===== src/rtl/rtc_pkg.sv =====
`default_nettype none
// ============================================================================
//  Module      : rtc_pkg
//  Description : Shared types, constants and the BCD field validator for the
//                12-hour BCD real-time clock.
//                Contents:
//                  bcd_digit_t  - one packed BCD digit
//                  RST_HOURS / RST_MIN - time-of-day after reset (midnight)
//                  MIN_MAX / HR_MAX / HR_MIN - field limits in packed BCD
//                  bcd2_legal() - two-digit BCD value is well formed and <= max
//  Revision    : 1.0 - initial release
// ============================================================================
package rtc_pkg;

    typedef logic [3:0] bcd_digit_t;

    localparam logic [7:0] RST_HOURS = 8'h12;
    localparam logic [7:0] RST_MIN   = 8'h00;

    localparam logic [7:0] MIN_MAX   = 8'h59;
    localparam logic [7:0] HR_MAX    = 8'h12;
    localparam logic [7:0] HR_MIN    = 8'h01;

    // With both nibbles restricted to 0..9 a packed BCD value orders the same
    // way as its binary encoding, so a plain magnitude compare is valid.
    function automatic logic bcd2_legal(input logic [7:0] val, input logic [7:0] max);
        return (val[7:4] <= 4'd9) && (val[3:0] <= 4'd9) && (val <= max);
    endfunction

endpackage
`default_nettype wire


===== src/rtl/bcd2_counter.sv =====
`default_nettype none
// ============================================================================
//  Module      : bcd2_counter
//  Description : Two-digit packed BCD counter with synchronous load and a
//                programmable wrap (wrap_max -> wrap_to).
//                Ports:
//                  clk, rst          - clock, synchronous active-high reset
//                  en                - advance by one this cycle
//                  load, load_val    - overwrite the count (wins over en)
//                  wrap_max, wrap_to - value that wraps, and its successor
//                  q                 - current count
//                  carry             - strobe: this cycle's advance wraps
//  Revision    : 1.0 - initial release
// ============================================================================
module bcd2_counter
    import rtc_pkg::*;
#(
    parameter logic [7:0] RST_VAL = 8'h00
) (
    input  logic       clk,
    input  logic       rst,
    input  logic       en,
    input  logic       load,
    input  logic [7:0] load_val,
    input  logic [7:0] wrap_max,
    input  logic [7:0] wrap_to,
    output logic [7:0] q,
    output logic       carry
);

    logic [7:0] q_q;
    logic [7:0] q_d;
    bcd_digit_t w_units;
    bcd_digit_t w_tens;

    always_comb begin
        w_units = q_q[3:0];
        w_tens  = q_q[7:4];
        q_d     = q_q;
        if (load) begin
            q_d = load_val;
        end else if (en) begin
            if (q_q == wrap_max) begin
                q_d = wrap_to;
            end else if (w_units == 4'd9) begin
                q_d = {w_tens + 4'd1, 4'd0};
            end else begin
                q_d = {w_tens, w_units + 4'd1};
            end
        end
    end

    always_ff @(posedge clk) begin
        if (rst) begin
            q_q <= RST_VAL;
        end else begin
            q_q <= q_d;
        end
    end

    assign q = q_q;

    // Combinational so the next stage advances on the same edge as the wrap.
    assign carry = en && !load && (q_q == wrap_max);

endmodule
`default_nettype wire


===== src/rtl/rtc_12h_bcd.sv =====
`default_nettype none
// ============================================================================
//  Module      : rtc_12h_bcd
//  Description : Free-running 12-hour real-time clock in packed BCD with an
//                AM/PM flag, a validated one-cycle set handshake and
//                per-second/minute/hour strobes.
//                Ports:
//                  clk, rst                      - clock, sync active-high reset
//                  run                           - 1 = time advances
//                  set_valid, set_hours,
//                  set_minutes, set_pm           - load request and fields
//                  set_ack / set_err             - load accepted / rejected
//                  hours, minutes, seconds, pm   - time of day
//                  sec_pulse, min_pulse,
//                  hour_pulse                    - increment strobes
//  Revision    : 1.0 - initial release
// ============================================================================
module rtc_12h_bcd
    import rtc_pkg::*;
#(
    parameter int TICKS_PER_SEC = 50_000_000
) (
    input  logic       clk,
    input  logic       rst,
    input  logic       run,
    input  logic       set_valid,
    input  logic [7:0] set_hours,
    input  logic [7:0] set_minutes,
    input  logic       set_pm,
    output logic       set_ack,
    output logic       set_err,
    output logic [7:0] hours,
    output logic [7:0] minutes,
    output logic [7:0] seconds,
    output logic       pm,
    output logic       sec_pulse,
    output logic       min_pulse,
    output logic       hour_pulse
);

    localparam int                   C_PRESC_W = (TICKS_PER_SEC > 1) ? $clog2(TICKS_PER_SEC) : 1;
    localparam logic [C_PRESC_W-1:0] C_TERM    = C_PRESC_W'(TICKS_PER_SEC - 1);
    localparam logic [C_PRESC_W-1:0] C_ONE     = C_PRESC_W'(1);

    logic [C_PRESC_W-1:0] presc_q, presc_d;
    logic                 pm_q, pm_d;
    logic                 sec_pulse_q, sec_pulse_d;
    logic                 min_pulse_q, min_pulse_d;
    logic                 hour_pulse_q, hour_pulse_d;
    logic                 set_ack_q, set_ack_d;
    logic                 set_err_q, set_err_d;

    logic                 w_tick;
    logic                 w_fields_legal;
    logic                 w_load_ok;
    logic                 w_load_bad;
    logic                 w_sec_en;
    logic                 w_min_en;
    logic                 w_hr_en;
    logic                 w_hr_wrap;
    logic [7:0]           w_sec;
    logic [7:0]           w_min;
    logic [7:0]           w_hr;

    always_comb begin
        w_tick         = run && (presc_q == C_TERM);
        w_fields_legal = bcd2_legal(set_hours, HR_MAX) && (set_hours >= HR_MIN)
                         && bcd2_legal(set_minutes, MIN_MAX);
        w_load_ok      = set_valid && w_fields_legal;
        w_load_bad     = set_valid && !w_fields_legal;
        // Any load request swallows a coincident tick so the time never
        // moves on the edge that services set_valid.
        w_sec_en       = w_tick && !set_valid;
    end

    bcd2_counter #(.RST_VAL(RST_MIN)) u_sec (
        .clk      (clk),
        .rst      (rst),
        .en       (w_sec_en),
        .load     (w_load_ok),
        .load_val (8'h00),
        .wrap_max (MIN_MAX),
        .wrap_to  (8'h00),
        .q        (w_sec),
        .carry    (w_min_en)
    );

    bcd2_counter #(.RST_VAL(RST_MIN)) u_min (
        .clk      (clk),
        .rst      (rst),
        .en       (w_min_en),
        .load     (w_load_ok),
        .load_val (set_minutes),
        .wrap_max (MIN_MAX),
        .wrap_to  (8'h00),
        .q        (w_min),
        .carry    (w_hr_en)
    );

    bcd2_counter #(.RST_VAL(RST_HOURS)) u_hr (
        .clk      (clk),
        .rst      (rst),
        .en       (w_hr_en),
        .load     (w_load_ok),
        .load_val (set_hours),
        .wrap_max (HR_MAX),
        .wrap_to  (HR_MIN),
        .q        (w_hr),
        .carry    (w_hr_wrap)
    );

    always_comb begin
        presc_d      = presc_q;
        pm_d         = pm_q;
        sec_pulse_d  = w_sec_en;
        min_pulse_d  = w_min_en;
        hour_pulse_d = w_hr_en;
        set_ack_d    = w_load_ok;
        set_err_d    = w_load_bad;

        if (w_load_ok) begin
            presc_d = '0;
        end else if (run) begin
            presc_d = w_tick ? '0 : presc_q + C_ONE;
        end

        // Meridiem flips entering 12 o'clock; the 12 -> 01 wrap keeps it.
        if (w_load_ok) begin
            pm_d = set_pm;
        end else if (w_hr_en && !w_hr_wrap && (w_hr == 8'h11)) begin
            pm_d = ~pm_q;
        end
    end

    always_ff @(posedge clk) begin
        if (rst) begin
            presc_q      <= '0;
            pm_q         <= 1'b0;
            sec_pulse_q  <= 1'b0;
            min_pulse_q  <= 1'b0;
            hour_pulse_q <= 1'b0;
            set_ack_q    <= 1'b0;
            set_err_q    <= 1'b0;
        end else begin
            presc_q      <= presc_d;
            pm_q         <= pm_d;
            sec_pulse_q  <= sec_pulse_d;
            min_pulse_q  <= min_pulse_d;
            hour_pulse_q <= hour_pulse_d;
            set_ack_q    <= set_ack_d;
            set_err_q    <= set_err_d;
        end
    end

    assign hours      = w_hr;
    assign minutes    = w_min;
    assign seconds    = w_sec;
    assign pm         = pm_q;
    assign sec_pulse  = sec_pulse_q;
    assign min_pulse  = min_pulse_q;
    assign hour_pulse = hour_pulse_q;
    assign set_ack    = set_ack_q;
    assign set_err    = set_err_q;

endmodule
`default_nettype wire


===== config.mk =====
export PLATFORM = sky130hd
export DESIGN_NAME = rtc_12h_bcd
export DESIGN_NICKNAME = d
export VERILOG_FILES = /design/src/rtl/rtc_pkg.sv /design/src/rtl/bcd2_counter.sv /design/src/rtl/rtc_12h_bcd.sv
export SDC_FILE = /design/constraint.sdc
export NUM_CORES = 1
export LEC_CHECK = 0
export ABC_AREA = 1
export BUFFER_PORTS_ARGS = -buffer_cell sky130_fd_sc_hd__buf_2
export CAP_MARGIN = 20
export CELL_PAD_IN_SITES_DETAIL_PLACEMENT = 1
export CELL_PAD_IN_SITES_GLOBAL_PLACEMENT = 2
export CORE_MARGIN = 2
export CORE_UTILIZATION = 33
export DETAILED_ROUTE_END_ITERATION = 10
export GPL_TIMING_DRIVEN = 0
export PLACE_DENSITY_LB_ADDON = 0.08
export SLEW_MARGIN = 20
export SYNTH_ARGS = -nofsm -noshare
export SYNTH_HDL_FRONTEND = slang
export SYNTH_SLANG_ARGS = --single-unit

===== constraint.sdc =====
create_clock -name clk -period 5.3 [get_ports clk]
set_clock_uncertainty 0.05 [all_clocks]
set_input_delay 0.265 -clock clk [delete_from_list [all_inputs] [get_ports clk]]
set_output_delay 0.265 -clock clk [all_outputs]
set_load 0.01 [all_outputs]

==> metrics.md, run 1 <==
| Metric | Value |
|---|---|
| Switching Fraction | 0.241 |
| IO Port Bufs | 49 |
| Antenna diodes | 0 |
| Vias/cell | 4.75 |
| Final WL | 8970 µm |
| Syn Nets | 515 |
| Setup WS post-layout | 3.25 ns |
| RSZ-0062 raised after global routing | no |
| Power Internal | 543 µW |
| Register share of total power | 0.593 |
| FP Rows | 36 |
| Setup Buffers After CTS | 0 |
| Syn avg cell area | 6.76 µm² |
| Multiplexer share of the synthesized area | 0 |
| Largest net degree at the start of global routing | 16 |
| Max Fclk | 488 MHz |
| First-pass GRT wire length | 15100 µm |
| Setup TNS | 0 ns |
| Initial antenna violation count | 0 |
| P_leak | 1.82 nW |
| Final net count | 571 |
| Total grt overflow | 0 |
| Antenna viol nets, final | 0 |
| Min cycle time layout | 2.05 ns |
| Initial Utilization | 0.337 |
| Post-synthesis cell area | 3270 µm² |
| Num CTS Buffers | 5 |
| Critical path class | flip-flop to flip-flop |
| Worst hold margin | 0.130 ns |
| VDD IR max | 0.105 mV |
| Period utilisation layout | 0.387 |
| Pins Over Slew Limit | 0 |
| Syn Inst Count | 483 |
| Dpl cells | 665 |
| Yosys reg bits | 56 |
| HPWL Detailed | 7190 µm |
| Distinct cells, synth | 39 |
| Final setup viols | 0 |
| Slew of the pin with the lowest slew margin | 0.503 ns |
| Post-synthesis xor/xnor area fraction | 0.0536 |
| Die width | 103 µm |
| Pwr Density | 190 nW/µm² |
| CP Launch Type | flip-flop |
| Largest family of logic cells by synthesized area | simple AND/OR/NAND/NOR gates |
| Clock power frac | 0.355 |
| First DRT Iteration DRCs | 67 |
| Post_cts resized | 0 |
| Max cap viols | 0 |
| Clock-pin slew on the worst setup and hold paths | 0.10 ns |
| Wire per inst | 13.3 µm |
| Power, Total | 716 µW |
| Worst min-delay path class | primary input to flip-flop |
| Status | complete, no violations |
| CTS tree | built |
| H-tree levels | 2 |
| Bufs on Longest Clock Path | 2 |
| Simple-gate share of the synthesized area | 0.407 |
| Hold-fix buffer count after cts | 0 |
| Yosys warns | 0 |
| Vias in the first global route | 3298 |
| Sequential share of the synthesized area | 0.343 |
| Required @ worst endpoint | 5.47 ns |
| Vias | 3200 |
| Complex-gate fraction of the synthesized area | 0.0678 |
| Layout overhead on the synthesized area | 15.4% |
| Core box area | 9680 µm² |
| Switching pwr | 172 µW |
| Crit. End Element | flip-flop |
| Post-Synth Adder-Cell Area | 0.0421 |
| Fill count | 1280 |
| Dpl ws | 3.24 ns |
| Worst EP arrival | 2.22 ns |
| Final Hold Viols | 0 |
| Die height | 103 µm |
| Root Buffer | clkbuf_8 |
| Clk sinks | 56 |
| Comb power frac | 0.052 |
| Clk_lat worst skew | 0.32 ns |
| Io pins | 51 |
| Die area | 10700 µm² |
| GRT Total Usage | 0.181 |
| DRT Pass-1 Iters | 4 |
| Crit path max fanout | 4 |
| Post-route insts no fill | 673 |
| DR DRC count | 0 |
| Slew HR | 0.665 |
| Final Wtd Congestion | 0.784 |
| Share of cells above drive strength 1 | 0.178 |
[layer usage]
| metal | global-route usage | share of wire | wire length, µm | vias up |
|---|---|---|---|---|
| met3 | 0.0289 | 0.026 | 236 | 12 |
| met5 | 0 | 0 | 0 | - |
| li1 | - | - | - | 1627 |
| met4 | 0.0526 | 0.014 | 130 | 0 |
| met1 | 0.213 | 0.45 | 4040 | 1520 |
| met2 | 0.336 | 0.51 | 4570 | 41 |
[final timing paths]
path | start | end | slack [ns] | depth (start not counted)
hold / removal | rst | min_pulse | 0.13 | 2
setup / recovery | presc_q[0] | presc_q[22] | 3.25 | 10
setup reg to reg | presc_q[0] | presc_q[22] | 3.25 | 10
hold reg to reg | presc_q[1] | presc_q[1] | 0.45 | 2
[layout make-up]
cell class / instances / area (µm²) / area share
Buffer: 8 / 56.3 / 0.0149
Multi-Input combinational cell: 359 / 1860 / 0.495
Sequential cell: 56 / 1120 / 0.298
Inverter: 60 / 225 / 0.0598
Timing Repair Buffer: 49 / 245 / 0.0651
Tap cell: 133 / 166 / 0.0442
Clock buffer: 8 / 90.1 / 0.0239
[cells in the final DEF, fill, tap and decap left out, types with 5 or more instances in the layout]
master,synthesis,routed
o21ai_0,12,12
a21oi_1,23,23
nor3_1,8,8
inv_2,7,7
nand3_1,33,33
ha_1,11,11
clkbuf_8,0,6
nand2_1,119,119
nor2_1,83,83
buf_2,3,52
dfxtp_1,56,56
nor4_1,5,5
nand2_2,9,9
xor2_1,16,16
nand4_1,5,5
inv_1,53,53
[worst max-delay path, stage by stage, from the launching register on]
cell	delay, ns
dfxtp_1	0.39
ha_1	0.21
nand3_2	0.13
nor2_4	0.21
nand4_2	0.17
nor2_1	0.21
nand3_1	0.18
nor2_1	0.21
nand3_1	0.09
nand2_1	0.07
nor2_1	0.03
[Yosys cell counts, drive strengths merged]
cell	instances	area (µm²)
and2	2	13.8
or2	1	6.26
clkbuf	1	3.75
xor2	16	140
dfxtp	56	1120
a21oi	23	115
nor3	8	40.0
buf	7	52.5
o21bai	1	7.51
nand3b	1	7.51
nor3b	2	15.0
o21ai	14	70.1
and3	2	12.5
o22ai	1	6.26
nand3	35	193
nand2	131	537
ha	11	138
nor2	91	395
nor4	6	43.8
nand4	7	65.1
xnor2	4	35.0
inv	60	225
a211oi	2	15.0
o31ai	1	7.51
[sequential cells by signal, summed over array words and instances, names as in the netlist]
name and count:
presc_q 26, u_hr.q 8, u_min.q 8, u_sec.q 8
hour_pulse 1, min_pulse 1, pm 1, sec_pulse 1
set_ack 1, set_err 1
[per-stage QoR]
| stage | util | area, µm² |
|---|---|---|
| after detailed placement | 0.380 | 3680 |
| final | 0.389 | 3770 |
| after global placement | 0.380 | 3680 |
| after global routing | 0.389 | 3770 |
| after floorplan | - | 3270 |
| after CTS | 0.389 | 3770 |
[logic make-up after synthesis]
family | count (synthesis)
adders and majority gates | 11
DFF | 56
and+or+nand+nor | 286
buffers and inverters | 68
AOI/OAI and AO/OA | 42
xor gates and xnor gates | 20
[power by group through the flow]
stage	clock network (mW)	registers, mW	logic [mW]
after floorplan	0	0.434	0.0199
after global placement	0	0.434	0.0372
after detailed placement	0	0.434	0.0379
after CTS	0.269	0.425	0.0380
after global routing	0.284	0.425	0.0426
final	0.254	0.424	0.0370
No activity file was read; power rests on OpenSTA's default activity.
==> inputs of run 2 (changes only) <==
CORE_UTILIZATION = 31   (was 33)
clock period = 2.1 ns   (was 5.3 ns; I/O delays follow)
==> metrics.md, run 2 (synthesis gave the netlist of run 1 again) <==
| Metric | Value |
|---|---|
| Status | complete, no violations |
| Vias/cell | 4.69 |
| Setup TNS | 0 ns |
| Final Hold Viols | 0 |
| Die area | 11400 µm² |
| Period utilisation layout | 0.925 |
| First DRT Iteration DRCs | 84 |
| VDD IR max | 0.256 mV |
| Worst Reg-to-Reg Cells | 12 |
| Largest reg by FF count | presc_q |
| Vias | 3196 |
| Clk_lat worst skew | 0.33 ns |
| Vias in the first global route | 3276 |
| Antenna viol nets, final | 0 |
| DR DRC count | 0 |
| Die width | 107 µm |
| Max FFs per register | 26 |
| Final setup viols | 0 |
| Bufs on Longest Clock Path | 2 |
| Pins Over Slew Limit | 0 |
| H-tree levels | 2 |
| Max Fclk | 515 MHz |
| Final Wtd Congestion | 0.767 |
| CTS tree | built |
| CP Launch Type | flip-flop |
| Io pins | 51 |
| Antenna diodes | 0 |
| Hold Path Origin | set_minutes[4] |
| Crit. End Element | flip-flop |
| Worst min-delay path class | primary input to flip-flop |
| Root Buffer | clkbuf_8 |
| Slew of the pin with the lowest slew margin | 0.567 ns |
| DRT Pass-1 Iters | 4 |
| GRT Total Usage | 0.173 |
| Total grt overflow | 0 |
| P_leak | 1.85 nW |
| Initial antenna violation count | 0 |
| Clock-pin slew on the worst setup and hold paths | 0.12 ns |
| FF-to-FF setup slack | 0.16 ns |
| Most used cell, CP | nor2_4 |
| Share of cells above drive strength 1 | 0.201 |
| HPWL Detailed | 7330 µm |
| Slew HR | 0.619 |
| Final WL | 9290 µm |
| Min cycle time layout | 1.94 ns |
| Max cap viols | 0 |
| Buffers plus inverters on the worst setup path | 3 |
| Most frequent cells in the layout | nand2_1, nor2_1, dfxtp_1, inv_1, buf_2 |
| Core box area | 10300 µm² |
| Placed Area | 3680 µm² |
| WHS Path Cells | 5 |
| CP cell instances | ha_2 -> nand3_2 -> nor2_4 -> nand2_4 -> inv_2 -> nand2_2 -> nor2_4 -> inv_2 -> nor2_4 -> buf_4 -> a21oi_1 -> nor2_1 |
| Commonest non-fill, non-tap cell in the layout | nand2_1 |
| Layout overhead on the synthesized area | 17.8% |
| Critical path class | flip-flop to flip-flop |
| Worst EP arrival | 2.17 ns |
| First-pass GRT wire length | 15800 µm |
| Final net count | 577 |
| Pwr Density | 479 nW/µm² |
| Die height | 107 µm |
| Clk sinks | 56 |
| CP max stage cell | dfxtp_2 |
| Wire per inst | 13.6 µm |
| Critical path's top delay family | simple AND/OR/NAND/NOR gates |
| Num CTS Buffers | 5 |
| Crit path max fanout | 7 |
| Required @ worst endpoint | 2.33 ns |
| Reg2reg start | presc_q[0] |
| FP Rows | 37 |
| IO Port Bufs | 49 |
| RSZ-0062 raised after global routing | no |
| Largest net degree at the start of global routing | 20 |
| Worst Hold Endpoint | u_min.q[4] |
| Largest stage delay, worst path | 0.37 ns |
| Initial Utilization | 0.318 |
| Final Cell Area | 3850 µm² |
| Reg2reg end | u_sec.q[6] |
## run 2: how the worst max path moves through the flow
stage / startpoint / endpoint / slack (ns) / cells after the start
after floorplan: presc_q[0] / u_sec.q[4] / 0.40 / 12
after global placement: presc_q[0] / presc_q[22] / 0.06 / 10
after detailed placement: presc_q[0] / presc_q[22] / 0.005 / 10
after CTS: presc_q[0] / presc_q[22] / 0.02 / 10
after global routing: presc_q[0] / u_sec.q[2] / 0.002 / 12
final: presc_q[0] / u_sec.q[6] / 0.16 / 12
## run 2: cell type report
| cell class | count | area [µm²] |
|---|---|---|
| fillers | 1376 | 6430 |
| multi-input cells | 359 | 1880 |
| flip-flops and latches | 56 | 1120 |
| repair buffers | 55 | 295 |
| inverters | 60 | 225 |
| well taps | 136 | 170 |
| clock buffers | 5 | 68.8 |
| plain buffers | 8 | 56.3 |
| clock inverters | 3 | 26.3 |
## run 2: worst register-to-register path: stages (launching register included)
cell and delay (ns):
dfxtp_2 0.37, ha_2 0.19, nand3_2 0.12, nor2_4 0.21, nand2_4 0.10, inv_2 0.06
nand2_2 0.08, nor2_4 0.16, inv_2 0.08, nor2_4 0.19, buf_4 0.14, a21oi_1 0.05
nor2_1 0.10
## run 2: what timing repair did
item | 4_1_cts | 5_1_grt
pin swaps | 0 | 3
buffers inserted | 0 | 4
resized for setup | 1 | 7
setup endpoints to repair | 1 | 18
hold buffers | 2 | 0
endpoints found under the hold margin | 2 | 0
gates cloned | 0 | 0
## run 2: per-layer routing
layer	up-vias	share of wire	global-route usage
met2	45	0.49	0.302
met4	0	0.010	0.0417
li1	1642	-	-
met5	-	0	0
met3	12	0.025	0.0267
met1	1497	0.48	0.224
## run 2: through the flow
stage | cells | setup WS (ns) | hold WS [ns] | total power, mW | util
after detailed placement | 668 | 0.00522 | 0.293 | 1.20 | 0.358
after CTS | 678 | 0.0165 | 0.0370 | 1.88 | 0.370
after global placement | 668 | 0.0620 | 0.297 | 1.19 | 0.358
after global routing | 682 | 0.00212 | 0.0493 | 1.95 | 0.374
final | 682 | 0.157 | 0.0443 | 1.84 | 0.374
after floorplan | 483 | 0.400 | 0.134 | 1.15 | -
## run 2: power by group
group	internal [mW]	total [mW]	leakage, nW	switching, mW
clock	0.245	0.666	0.0487	0.421
sequential	1.07	1.07	0.452	0.00449
combinational	0.0383	0.103	1.35	0.0647
